## src/rtl/hazard_pkg.sv

```systemverilog
// rtl/hazard_pkg.sv - Shared FSM state encoding and forwarding-unit code constants for hazard_ctrl
package hazard_pkg;

    typedef enum logic [1:0] {
        ST_RUN      = 2'd0,
        ST_MEMWAIT  = 2'd1,
        ST_REDIRECT = 2'd2
    } hz_state_e;

    localparam logic [2:0] FWD_NONE    = 3'd0;
    localparam logic [2:0] FWD_EXMA1   = 3'd1;
    localparam logic [2:0] FWD_EXMA2   = 3'd2;
    localparam logic [2:0] FWD_EXMA3   = 3'd3;
    localparam logic [2:0] FWD_MAWB    = 3'd4;
    localparam logic [2:0] FWD_LOADUSE = 3'd5;

    function automatic logic is_load_use(input logic [2:0] code, input logic used);
        return used && (code == FWD_LOADUSE);
    endfunction

endpackage

```

## src/rtl/hazard_perf_cnt.sv

```systemverilog
// rtl/hazard_perf_cnt.sv - Three saturating event counters (load-use bubbles, redirects, mem-wait cycles)
module hazard_perf_cnt #(
    parameter int CNT_W = 32
) (
    input  logic             clk,
    input  logic             rstn,
    input  logic             ld_stall_inc,
    input  logic             flush_inc,
    input  logic             mem_wait_inc,
    output logic [CNT_W-1:0] ld_stall_cnt,
    output logic [CNT_W-1:0] flush_cnt,
    output logic [CNT_W-1:0] mem_wait_cnt
);

    logic [CNT_W-1:0] ld_stall_q, ld_stall_d;
    logic [CNT_W-1:0] flush_q, flush_d;
    logic [CNT_W-1:0] mem_wait_q, mem_wait_d;

    function automatic logic [CNT_W-1:0] sat_inc(input logic [CNT_W-1:0] v, input logic inc);
        return (inc && (v != '1)) ? v + 1'b1 : v;
    endfunction

    always_comb begin
        ld_stall_d = sat_inc(ld_stall_q, ld_stall_inc);
        flush_d    = sat_inc(flush_q, flush_inc);
        mem_wait_d = sat_inc(mem_wait_q, mem_wait_inc);
    end

    always_ff @(posedge clk) begin
        if (!rstn) begin
            ld_stall_q <= '0;
            flush_q    <= '0;
            mem_wait_q <= '0;
        end else begin
            ld_stall_q <= ld_stall_d;
            flush_q    <= flush_d;
            mem_wait_q <= mem_wait_d;
        end
    end

    assign ld_stall_cnt = ld_stall_q;
    assign flush_cnt    = flush_q;
    assign mem_wait_cnt = mem_wait_q;

endmodule

```

## src/rtl/hazard_ctrl.sv

```systemverilog
// rtl/hazard_ctrl.sv - Pipeline stall/flush/freeze controller; HZD_PERF_CNT_EN adds perf counter outputs
module hazard_ctrl
    import hazard_pkg::*;
#(
    parameter int MEM_TIMEOUT = 16
`ifdef HZD_PERF_CNT_EN
    ,
    parameter int CNT_W = 32
`endif
) (
    input  logic       clk,
    input  logic       rstn,
    input  logic [2:0] fwd1In,
    input  logic [2:0] fwd2In,
    input  logic       IDEXuseRs1In,
    input  logic       IDEXuseRs2In,
    input  logic       branchTakenIn,
    input  logic       dmemReqIn,
    input  logic       dmemReadyIn,
    output logic       pcWriteOut,
    output logic       pcRedirectOut,
    output logic       IFIDwriteOut,
    output logic       IDEXwriteOut,
    output logic       EXMAwriteOut,
    output logic       IFIDflushOut,
    output logic       IDEXflushOut,
    output logic       EXMAflushOut,
    output logic       errOut,
    output logic [1:0] stateOut
`ifdef HZD_PERF_CNT_EN
    ,
    output logic [CNT_W-1:0] ldStallCntOut,
    output logic [CNT_W-1:0] flushCntOut,
    output logic [CNT_W-1:0] memWaitCntOut
`endif
);

    localparam int TW = $clog2(MEM_TIMEOUT + 1);
    localparam logic [TW-1:0] CNT_MAX = TW'(MEM_TIMEOUT - 1);

    hz_state_e state_q, state_d;
    logic [TW-1:0] cnt_q, cnt_d;
    logic pend_q, pend_d;
    logic err_q, err_d;

    logic load_use, mem_stall;

    assign load_use  = is_load_use(fwd1In, IDEXuseRs1In) || is_load_use(fwd2In, IDEXuseRs2In);
    assign mem_stall = dmemReqIn && !dmemReadyIn;

    always_comb begin
        state_d = state_q;
        cnt_d   = cnt_q;
        pend_d  = pend_q;
        err_d   = err_q;

        pcWriteOut    = 1'b1;
        pcRedirectOut = 1'b0;
        IFIDwriteOut  = 1'b1;
        IDEXwriteOut  = 1'b1;
        EXMAwriteOut  = 1'b1;
        IFIDflushOut  = 1'b0;
        IDEXflushOut  = 1'b0;
        EXMAflushOut  = 1'b0;

        unique case (state_q)
            ST_RUN: begin
                if (mem_stall) begin
                    {pcWriteOut, IFIDwriteOut, IDEXwriteOut, EXMAwriteOut} = '0;
                    pend_d  = branchTakenIn;
                    cnt_d   = '0;
                    state_d = ST_MEMWAIT;
                end else if (load_use) begin
                    // Branch outcome is computed from a stale operand here, so it is dropped.
                    {pcWriteOut, IFIDwriteOut, IDEXwriteOut} = '0;
                    EXMAflushOut = 1'b1;
                end else if (branchTakenIn) begin
                    pcRedirectOut = 1'b1;
                    IFIDflushOut  = 1'b1;
                    IDEXflushOut  = 1'b1;
                end
            end
            ST_MEMWAIT: begin
                if (dmemReadyIn) begin
                    cnt_d   = '0;
                    state_d = pend_q ? ST_REDIRECT : ST_RUN;
                end else begin
                    {pcWriteOut, IFIDwriteOut, IDEXwriteOut, EXMAwriteOut} = '0;
                    if (cnt_q != CNT_MAX) cnt_d = cnt_q + 1'b1;
                    if (cnt_q == CNT_MAX) err_d = 1'b1;
                end
            end
            ST_REDIRECT: begin
                if (mem_stall) begin
                    {pcWriteOut, IFIDwriteOut, IDEXwriteOut, EXMAwriteOut} = '0;
                    state_d = ST_MEMWAIT;
                end else begin
                    pcRedirectOut = 1'b1;
                    IFIDflushOut  = 1'b1;
                    IDEXflushOut  = 1'b1;
                    pend_d        = 1'b0;
                    state_d       = ST_RUN;
                end
            end
            default: state_d = ST_RUN;
        endcase

        if (!rstn) begin
            {pcWriteOut, IFIDwriteOut, IDEXwriteOut, EXMAwriteOut} = '0;
            pcRedirectOut = 1'b0;
            {IFIDflushOut, IDEXflushOut, EXMAflushOut} = '1;
        end
    end

    always_ff @(posedge clk) begin
        if (!rstn) begin
            state_q <= ST_RUN;
            cnt_q   <= '0;
            pend_q  <= 1'b0;
            err_q   <= 1'b0;
        end else begin
            state_q <= state_d;
            cnt_q   <= cnt_d;
            pend_q  <= pend_d;
            err_q   <= err_d;
        end
    end

    assign errOut   = err_q;
    assign stateOut = state_q;

`ifdef HZD_PERF_CNT_EN
    // EXMA flush outside reset only ever comes from a load-use bubble; redirect marks every applied branch.
    hazard_perf_cnt #(
        .CNT_W(CNT_W)
    ) u_perf_cnt (
        .clk         (clk),
        .rstn        (rstn),
        .ld_stall_inc(rstn && EXMAflushOut),
        .flush_inc   (pcRedirectOut),
        .mem_wait_inc(rstn && (state_q == ST_MEMWAIT)),
        .ld_stall_cnt(ldStallCntOut),
        .flush_cnt   (flushCntOut),
        .mem_wait_cnt(memWaitCntOut)
    );
`endif

endmodule

```

## config.mk

```make
export PLATFORM = sky130hd
export DESIGN_NAME = hazard_ctrl
export DESIGN_NICKNAME = d
export VERILOG_FILES = /design/src/rtl/hazard_pkg.sv /design/src/rtl/hazard_perf_cnt.sv /design/src/rtl/hazard_ctrl.sv
export SDC_FILE = /design/constraint.sdc
export NUM_CORES = 1
export LEC_CHECK = 0
export CAP_MARGIN = 20
export CORE_MARGIN = 5
export CORE_UTILIZATION = 36
export CTS_BUF_LIST = sky130_fd_sc_hd__clkbuf_8
export CTS_CLUSTER_DIAMETER = 40
export DETAILED_ROUTE_END_ITERATION = 8
export PLACE_DENSITY_LB_ADDON = 0.12
export SYNTH_ARGS = -nofsm -noshare
export SYNTH_HDL_FRONTEND = slang
export SYNTH_HIERARCHICAL = 1
export SYNTH_SLANG_ARGS = --single-unit
```

## constraint.sdc

```tcl
create_clock -name clk -period 2.6 [get_ports clk]
set_clock_uncertainty 0.15 [all_clocks]
set_input_delay 0.65 -clock clk [delete_from_list [all_inputs] [get_ports clk]]
set_output_delay 0.65 -clock clk [all_outputs]
set_load 0.005 [all_outputs]
```

==> results.md <==
- Io pins: 24
- Run status: finished, final reports clean
- Area Overhead vs Synth: 54.3%
- Die width: 51.4 µm
- Drt total wl: 1.47 mm
- Data required time of the worst path: 1.80 ns
- Period minus WS final: 2.52 ns
- VDD IR max: 0.189 mV
- Core area: 1670 µm²
- DP Wirelength: 1.14 mm
- Layout cell share with drive strength beyond 1: 33.0%
- Post-synthesis cell area: 618 µm²
- Library cells used by synthesis: 30
- HP Class: reg2reg
- Drt wl/cell: 12.3 µm
- Fill count: 167
- Comb power frac: 22.7%
- Clock slew at reported path FFs: 0.05 ns
- Max_slew headroom: 74.7%
- DRC: 0
- Worst slew pin tran: 0.375 ns
- GRT Util Overall: 13.2%
- Top FF cell, synth: dfxtp_1
- CTS Hold Bufs: 0
- Count of final hold-check violations: 0
- Chip height: 51.4 µm
- Final period util: 97.1%
- Max FO, Critical Path: 2
- Mapped Avg Cell Area: 8.47 µm²
- F_max: 396 MHz
- CTS sink count: 9
- Max Cap Violations: 0
- Clock Power Share: 40.1%
- Endpoint type of the worst setup path: output port
- Sequential Power Share: 37.2%
- Post-synth EDFFs: 0
- Starting Density: 37.0%
- Util after Layout: 57.1%
- Pre-antenna DRT Iters: 2
- Die area: 2650 µm²
- LEAKAGE: 0.418 nW
- TritonCTS clock tree: built
- FP Rows: 15
- Final Max Slew Viols: 0
- Pwr/cell area: 412 nW/µm²
- Switch Pwr: 0.0961 mW
- H-tree Lvls: 1
- Antenna Nets Post-Route: 0
- Startpoint types: input pin
- Count of input and output buffers: 23
- Final net count: 119
- Setup TNS: 0 ns
- Placer congestion estimate: 0.669
- RSZ-0062 raised after global routing: yes
- Inserted Clock Buffers: 3
- Vias in the first global route: 622
- Switching fraction of total power: 24.4%
- Int Pwr: 0.297 mW
- Mapped Cells: 73
- Largest net degree at the start of global routing: 11
- Antenna diode count: 0
- Final Setup Violations: 0
- Critical path class: in2out
- CTS Buffer Depth: 2
- Mean number of vias per cell: 4.96
- Clock Latency Late Sink: 0.23 ns
- Initial antenna violation count: 0
- Initial DRC Count: 6
- Seq/Total Area, Yosys: 29.1%
- Root buffer cell: clkbuf_8
- Critical path arrival: 1.72 ns
- Mapped Nets: 88
- Async SR Flop Fraction: 0%
- Global-route wire length before repair: 2.64 mm
- Synth Register Bits: 9
- Vias: 595
- Syn. warnings: 6
- Overflow after GRT: 0
[per-stage QoR]
step                total power, mW  area [µm²]  cells  setup slack [ns]  hold slack, ns
floorplan                     0.190         618     73             0.288           0.277
global placement              0.236         875    113            -0.559           0.292
detailed placement            0.236         875    113            -0.585           0.301
CTS                           0.396         938    119           0.00122           0.304
global route                  0.420         953    120           -0.0253           0.334
finish                        0.393         953    120            0.0753           0.305
[kinds of logic after synthesis]
group	count (synthesis)	share of synthesized area, %
and+or+nand+nor	29	30.6
AOI/OAI and AO/OA	17	19.2
buffers and inverters	12	10.7
DFF	9	29.1
muxes	3	4.86
adders and majority gates	2	4.05
xor gates and xnor gates	1	1.42
[path summary, 6_finish.rpt]
check                 from            end  slack (ns)  cells past startpoint
min                 pend_q    stateOut[1]        0.30                      2
max          branchTakenIn  pcRedirectOut        0.08                      6
max reg2reg       cnt_q[0]       cnt_q[3]        0.65                      7
min reg2reg         pend_q    stateOut[1]        0.30                      2
[cells in the final DEF, fill, tap and decap left out, types with 2 or more instances in the layout]
| master | instances |
|---|---|
| a21oi_1 | 6 |
| a21oi_2 | 2 |
| and2_1 | 3 |
| buf_2 | 3 |
| buf_4 | 10 |
| buf_6 | 2 |
| clkbuf_2 | 4 |
| clkbuf_8 | 3 |
| clkdlybuf4s15_1 | 3 |
| clkdlybuf4s50_1 | 5 |
| dfxtp_1 | 8 |
| dlygate4sd2_1 | 5 |
| ha_1 | 2 |
| inv_1 | 6 |
| mux2i_1 | 3 |
| nand2_1 | 4 |
| nor2b_1 | 6 |
| nor2b_4 | 2 |
| nor3_1 | 2 |
| nor3b_1 | 2 |
| o21ai_0 | 3 |
| or3_1 | 2 |
[power by group through the flow]
stage / Sequential (mW) / Combinational [mW] / Clock (mW)
finish: 0.146 / 0.0892 / 0.158
global route: 0.147 / 0.0993 / 0.174
CTS: 0.146 / 0.0869 / 0.163
detailed placement: 0.149 / 0.0877 / 0
global placement: 0.148 / 0.0879 / 0
floorplan: 0.147 / 0.0440 / 0
[critical path, cell delays in order]
cell and delay (ns):
clkdlybuf4s50_1 0.46, nor2b_4 0.15, a31oi_2 0.11, buf_4 0.15
nor2b_1 0.09, buf_2 0.12
[synth_stat cells, types with 2 or more instances]
| cell | count | share of area (%) |
|---|---|---|
| o21ai_0 | 3 | 2.4 |
| or3_1 | 2 | 2.0 |
| nand2_1 | 4 | 2.4 |
| nor3_1 | 3 | 2.4 |
| ha_1 | 2 | 4.0 |
| nor3b_1 | 2 | 2.4 |
| mux2i_1 | 3 | 4.9 |
| buf_2 | 2 | 1.6 |
| nor2b_2 | 2 | 2.8 |
| a21oi_1 | 8 | 6.5 |
| nor2b_1 | 7 | 7.1 |
| buf_4 | 3 | 3.6 |
| dfxtp_1 | 9 | 29 |
| and2_1 | 3 | 3.0 |
| inv_1 | 5 | 3.0 |
[final cells by class]
| class | instances | area (µm²) | area share, % |
|---|---|---|---|
| Timing Repair Buffer | 33 | 269 | 28.2 |
| Sequential cell | 9 | 181 | 19.0 |
| Clock buffer | 3 | 41.3 | 4.33 |
| Tap cell | 17 | 21.3 | 2.23 |
| Multi-Input combinational cell | 52 | 418 | 43.8 |
| Clock inverter | 1 | 3.75 | 0.394 |
| Inverter | 5 | 18.8 | 1.97 |
[metal layers]
layer	part of all wire, %	wire (µm)	up-vias	track usage, %
li1	-	-	309	-
met1	44	647	266	15.1
met2	47	693	18	21.6
met3	7.4	109	2	4.66
met4	1.4	20	0	6.55
met5	0	0	-	0
[what timing repair did]
action / CTS / global route
setup buffers: 2 / 1
pin swaps: 5 / 3
setup endpoints to repair: 8 / 8
gates resized for setup: 41 / 15
[flip-flops by register name (all words and copies together), names as in the netlist]
register and count:
pend_q 1, cnt_q 5, stateOut 2, errOut 1
No activity file was read; power rests on OpenSTA's default activity.
